File: src/rtl/program_loader.sv
`default_nettype none
// ============================================================================
// Module      : program_loader
// Description : Byte-stream program loader. It parses a length-prefixed frame
//               of 18-bit instructions, writes them to instruction memory and
//               then releases the processor from reset.
//               Optional feature macro: PROGRAM_LOADER_CHECKSUM_EN adds a
//               trailing XOR checksum byte to the frame.
// Revision    : 1.0 - initial release
// ============================================================================
module program_loader #(
    parameter int ADDR_W  = 10,
    parameter int INSTR_W = 18
) (
    input  logic               clk,
    input  logic               reset,
    input  logic               rx_valid,
    input  logic [7:0]         rx_data,
    output logic               rx_ready,
    output logic               imem_we,
    output logic [ADDR_W-1:0]  imem_addr,
    output logic [INSTR_W-1:0] imem_wdata,
    input  logic               cpu_finish,
    output logic               cpu_reset,
    output logic               load_done,
    output logic               err
);

    typedef enum logic [3:0] {
        LEN_HI = 4'd0,
        LEN_LO = 4'd1,
        B0     = 4'd2,
        B1     = 4'd3,
        B2     = 4'd4,
        WRITE  = 4'd5,
        CHK    = 4'd6,
        RUN    = 4'd7,
        ERROR  = 4'd8
    } state_t;

    state_t             state;
    state_t             state_nx;
    logic [15:0]        len;
    logic [ADDR_W:0]    index;
    logic [1:0]         hi_bits;
    logic [7:0]         mid_byte;
    logic [INSTR_W-1:0] word;

    logic [15:0]        len_next;
    logic [ADDR_W:0]    index_inc;
    logic               len_bad;
    logic               more_words;

    assign len_next   = {len[15:8], rx_data};
    assign len_bad    = (len_next == 16'd0) || (32'(len_next) > (32'd1 << ADDR_W));
    assign index_inc  = index + 1'b1;
    assign more_words = 32'(index_inc) < 32'(len);

    assign imem_addr  = index[ADDR_W-1:0];
    assign imem_wdata = word;

`ifdef PROGRAM_LOADER_CHECKSUM_EN
    logic [7:0] csum;
    logic       csum_ok;

    assign csum_ok = (rx_data == csum);

    always_ff @(posedge clk or negedge reset) begin
        if (!reset) begin
            csum <= 8'd0;
        end else if (state == RUN && cpu_finish) begin
            csum <= 8'd0;
        end else if (rx_valid && (state == LEN_HI || state == LEN_LO ||
                                  state == B0 || state == B1 || state == B2)) begin
            csum <= csum ^ rx_data;
        end
    end
`endif

    always_ff @(posedge clk or negedge reset) begin
        if (!reset) begin
            state <= LEN_HI;
        end else begin
            state <= state_nx;
        end
    end

    always_comb begin
        state_nx  = state;
        rx_ready  = 1'b0;
        imem_we   = 1'b0;
        cpu_reset = 1'b1;
        load_done = 1'b0;
        err       = 1'b0;
        // Byte-accepting states have rx_ready=1, so rx_valid alone marks a transfer.
        case (state)
            LEN_HI: begin
                rx_ready = 1'b1;
                if (rx_valid) state_nx = LEN_LO;
            end
            LEN_LO: begin
                rx_ready = 1'b1;
                if (rx_valid) state_nx = len_bad ? ERROR : B0;
            end
            B0: begin
                rx_ready = 1'b1;
                if (rx_valid) state_nx = (rx_data[7:2] != 6'd0) ? ERROR : B1;
            end
            B1: begin
                rx_ready = 1'b1;
                if (rx_valid) state_nx = B2;
            end
            B2: begin
                rx_ready = 1'b1;
                if (rx_valid) state_nx = WRITE;
            end
            WRITE: begin
                imem_we = 1'b1;
`ifdef PROGRAM_LOADER_CHECKSUM_EN
                state_nx = more_words ? B0 : CHK;
`else
                state_nx = more_words ? B0 : RUN;
`endif
            end
            CHK: begin
`ifdef PROGRAM_LOADER_CHECKSUM_EN
                rx_ready = 1'b1;
                if (rx_valid) state_nx = csum_ok ? RUN : ERROR;
`else
                state_nx = ERROR;
`endif
            end
            RUN: begin
                cpu_reset = 1'b0;
                load_done = 1'b1;
                if (cpu_finish) state_nx = LEN_HI;
            end
            ERROR: begin
                err = 1'b1;
            end
            default: begin
                state_nx = ERROR;
            end
        endcase
    end

    always_ff @(posedge clk or negedge reset) begin
        if (!reset) begin
            len      <= 16'd0;
            index    <= '0;
            hi_bits  <= 2'd0;
            mid_byte <= 8'd0;
            word     <= '0;
        end else begin
            case (state)
                LEN_HI: if (rx_valid) len[15:8] <= rx_data;
                LEN_LO: if (rx_valid) len[7:0]  <= rx_data;
                B0:     if (rx_valid) hi_bits   <= rx_data[1:0];
                B1:     if (rx_valid) mid_byte  <= rx_data;
                B2:     if (rx_valid) word      <= INSTR_W'({hi_bits, mid_byte, rx_data});
                WRITE:  index <= index_inc;
                RUN:    if (cpu_finish) index <= '0;
                default: ;
            endcase
        end
    end

endmodule
`default_nettype wire

File: config.mk
export PLATFORM = sky130hd
export DESIGN_NAME = program_loader
export DESIGN_NICKNAME = d
export VERILOG_FILES = /design/src/rtl/program_loader.sv
export SDC_FILE = /design/constraint.sdc
export NUM_CORES = 1
export LEC_CHECK = 0
export ABC_AREA = 0
export BUFFER_PORTS_ARGS = -buffer_cell sky130_fd_sc_hd__buf_2
export CELL_PAD_IN_SITES_DETAIL_PLACEMENT = 1
export CELL_PAD_IN_SITES_GLOBAL_PLACEMENT = 1
export CORE_MARGIN = 5
export CORE_UTILIZATION = 50
export CTS_BUF_LIST = sky130_fd_sc_hd__clkbuf_2 sky130_fd_sc_hd__clkbuf_4 sky130_fd_sc_hd__clkbuf_8
export DETAILED_ROUTE_END_ITERATION = 10
export PLACE_DENSITY_LB_ADDON = 0.1
export SLEW_MARGIN = 25
export SYNTH_ARGS = -nofsm -noshare
export SYNTH_HDL_FRONTEND = slang
export SYNTH_SLANG_ARGS = --single-unit
File: constraint.sdc
create_clock -name clk -period 6.4 [get_ports clk]
set_input_delay 0.96 -clock clk [delete_from_list [all_inputs] [get_ports clk]]
set_output_delay 0.96 -clock clk [all_outputs]
set_load 0.1 [all_outputs]
Word-level counts from Yosys, hierarchy flattened
Index checks and enable logic that the tools add are counted.
{"block": "op_classes", "n_reduce_logical": 13, "mux": 17, "n_addsub": 1, "bitwise_logic": 1, "eq_ne": 13, "order_cmp": 2}
{"operator": "$mux W4", "n": 8}
{"operator": "$pmux W4 S8", "n": 1}
{"operator": "$pmux W11 S2", "n": 1}
{"operator": "$gt A16 B11 Y1 const B", "n": 1}
{"operator": "$logic_not A16 Y1", "n": 1}
{"operator": "$lt A11 B16 Y1", "n": 1}
{"operator": "$eq A4 B3 Y1 const B", "n": 3}
{"operator": "$ne A2 B2 Y1 const B", "n": 6}
{"operator": "$reduce_and A2 Y1", "n": 6}
{"operator": "$add A11 B1 Y11 const B", "n": 1}
{"operator": "$mux W11", "n": 1}
{"operator": "$eq A4 B2 Y1 const B", "n": 2}
{"operator": "$reduce_and A7 Y1", "n": 1}
{"operator": "$reduce_bool A6 Y1", "n": 1}
{"operator": "$mux W1", "n": 5}
{"operator": "$reduce_or A5 Y1", "n": 1}
{"operator": "$eq A4 B1 Y1 const B", "n": 1}
{"operator": "$eq A4 B4 Y1 const B", "n": 1}
{"operator": "$logic_not A4 Y1", "n": 1}
{"operator": "$mux W3", "n": 1}
{"operator": "$reduce_bool A2 Y1", "n": 1}
{"operator": "$logic_or A1 B1 Y1", "n": 1}
{"operator": "$not A1 Y1", "n": 1}
{"block": "word_totals", "inputBits": 12, "reg_bits": 59, "out_inout_bits": 33, "word_cells": 54}

Longest topological paths before layout
{"block": "depth", "word_depth": 5, "mapped_depth": 11, "depth_no_buf": 11}

Least setup slack after synthesis
OpenSTA, ideal clock, no wires.
{"block": "synth_path", "path_kind": "register to output", "from": "register state[1]", "to": "output err", "t_arrival_ns": 2.765, "required_ns": 5.440, "slack_ns": 2.675, "path_stages_with_launch": 4, "path_buffers": 1, "path_cell_list": "dfrtp_1 > buf_6 > or2_4 > nor3_1"}
{"block": "synth_between", "elab_chain_len": 2}
{"element": "start: declaration", "line": "41", "text": "state_t state;"}
{"element": "start signal: assignment", "line": "84", "text": "state <= state_nx;"}
{"element": "$eq A4 B4 Y1", "line": "96", "text": "case (state)"}
{"element": "$mux W1", "line": "96"}
{"element": "end: declaration", "line": "26", "text": "output logic err"}
No other way between the ends.

Worst setup path after layout
{"block": "layout_path", "from": "register state[3]", "to": "output imem_we"}
{"block": "layout_between", "elab_chain_len": 2}
{"element": "$eq A4 B3 Y1", "line": "96"}
{"element": "$mux W1", "line": "96"}
{"element": "end: declaration", "line": "20", "text": "output logic imem_we,"}
No other way between the ends.

==> reports/metrics.yaml <==
status:
  status: "finished, final reports clean"
finish:
  stdcell_count: 375
  multi_input_area_sq_um: 1310
  n_antenna_cell: 0
  layout.nets: 318
  regArea_sq_um: 1480
  areaGrowthSynthToFinish_pct: 13.3
  final_area_sq_um: 3370
  drive_gt1_share_pct: 37.3
  fillers: 632
  post-route-util_pct: 57.6
grt:
  grt_busiest_layer: "met2"
  grt_use_total_pct: 19.7
  grt_max_degree: 60
  use_met2_pct: 32.2
  grt_pass1_wl_microns: 11300
  antenna_found_initial: 0
  grt_pass1_vias: 2346
  grtUsageMet3_pct: 4.26
  grt_use_met1_pct: 25.7
  grt-ovfl-total: 0
synthesis:
  synthFlopType: "dfrtp_1"
  synth_warnings: 0
  synth_adder_area_share_pct: 4.63
  muxShareOfSynthArea_pct: 16.7
  yosysMostFrequentCell: "dfrtp_1"
  synth-xor-area-share_pct: 2.95
  synth_top_family_by_area: "multiplexers"
  yosysSeqAreaShare_pct: 49.7
  netlist_area_sq_um: 2970
  synth_top_area_share_pct: 49.7
  synth_top_cell_by_area: "dfrtp_1"
  synth_fp_nets: 282
  synth_cells: 259
  syn_avg_cell_area_sq_um: 11.5
  synthArstFlopShare_pct: 100
  ys_seq_elements: 59
  synth_compound_area_share_pct: 9.26
  synth-simple-area-share_pct: 10.4
  synth-edff-count: 0
  synth.area.top_cells: "dfrtp_1, mux2_2, ha_1, o21ai_0, buf_4"
  ys_top_cells_by_count: "dfrtp_1, mux2_2, nand2_1, o21ai_0, inv_1"
  synth_cell_types: 46
worst_setup_path:
  cp.arrival_ns: 2.12
  cp-end-kind: "output pin"
  path_max_fanout: 11
  cp.required_ns: 5.44
  path_class: "reg -> out"
  rr_worst_depth: 11
  start_kind: "flop"
die:
  die_h_microns: 87.1
  die_width_microns: 87.1
  core_sq_um: 5850
  initial_core_util_pct: 50.8
  fp.dieArea_sq_um: 7590
  io_pins: 45
  placementRows: 28
clocking:
  cts.sinks: 59
  cts_resized: 0
  htree_levels: 3
  post_cts_buffers: 0
  holdBufCountCts: 0
  clkLatencyLatePin_ns: 0.34
  path_clk_slew_ns: 0.08
  cts_buffers: 9
  cts_buffer_depth: 2
  cts_root_buffer: "clkbuf_8"
  cts_tree: "yes"
routing:
  drc: 0
  wirelength_microns: 6770
  post_drt_wl_per_cell_microns: 18.0
  antenna_left: 0
  drt_iter0_markers: 85
  vias: 2052
  via_per_inst: 5.47
  drt_first_pass_iters: 4
placed_design:
  gp_congestion: 0.818
  preCtsSetupSlack_ns: 3.46
  port_buffers: 44
  hpwlAfterDp_microns: 4920
  place_area_sq_um: 3160
  place_inst: 359
sta:
  clock_skew_ns: 0.00883
  slew_headroom_pct: 41.5
  drv_slew: 0
  period_share_pct: 48.1
  max_freq_ghz: 0.325
  hold-worst-slack_ns: 0.506
  hold_violations: 0
  finalSetupViolCount: 0
  worst_slack_ns: 3.32
  worst_pin_slew_ns: 0.877
  rsz0062_at_grt: "no"
  tns_ns: 0
  min_period_ns: 3.08
power:
  leakage_nw: 1.67
  peakVddDrop_uv: 281
  power_density_nw_per_um2: 425
  p_total_mw: 1.43
min_path:
  hp-class: "reg -> reg"
  min_delay_path_depth: 1
flow_run:
  maxCapViolCount: 0
-- critical path, stage by stage, from the launching register on --
cell and delay [ns]:
dfrtp_1 0.50, and2b_1 0.33, nand2_2 0.16, inv_1 0.29, buf_2 0.49
-- worst paths after layout --
check,to,from,slack [ns]
max,imem_we,state[3],3.32
min,imem_wdata[2],imem_wdata[2],0.51
max reg2reg,state[2],index[0],3.46
min reg2reg,imem_wdata[2],imem_wdata[2],0.51
max in group asynchronous,mid_byte[0],reset,5.14
min in group asynchronous,index[10],reset,0.76
-- placed cells by master (no fill, tap or decap), types with 2 or more instances in the layout --
master and count:
a211oi_1 2, a21oi_1 6, a22o_1 5, and2b_1 2, buf_2 44, clkbuf_8 10
clkinv_4 2, dfrtp_1 59, ha_1 11, inv_1 15, inv_6 2, mux2_2 44
nand2_1 17, nand3_1 8, nor2_1 10, nor4_1 3, o211ai_1 2, o21ai_0 17
o31ai_1 3, xnor2_1 6, xor2_1 4
-- where the power goes --
part | total, mW | internal [mW] | leakage, nW | switching, mW
clock | 0.362 | 0.194 | 0.103 | 0.168
sequential | 0.538 | 0.461 | 0.771 | 0.0769
combinational | 0.531 | 0.162 | 0.795 | 0.369
total | 1.43 | 0.817 | 1.67 | 0.614
-- state kept, by name (all words and copies together) (netlist names) --
register	count
hi_bits	2
imem_wdata	18
mid_byte	8
index	11
state	4
len	16
-- per-layer routing --
| metal | part of all wire [%] | wire length (microns) |
|---|---|---|
| met5 | 0 | 0 |
| met3 | 4.2 | 287 |
| met1 | 45 | 3040 |
| met4 | 1.3 | 89 |
| met2 | 50 | 3360 |
-- layout make-up --
type / instances / share of cell area [%]
timing repair buffer: 45 / 6.76
multi-input combinational: 165 / 38.7
tap: 75 / 2.78
clock inverter: 6 / 2.15
sequential: 59 / 43.8
clock buffer: 10 / 4.08
inverter: 15 / 1.67
-- cells by family after synthesis --
| group | after synthesis |
|---|---|
| flops | 59 |
| simple gates | 58 |
| mux | 44 |
| compound gates | 42 |
| buf+inv | 35 |
| fa+ha+maj | 11 |
| xor+xnor | 10 |
Note: power is estimated with default switching activity, not from simulation.
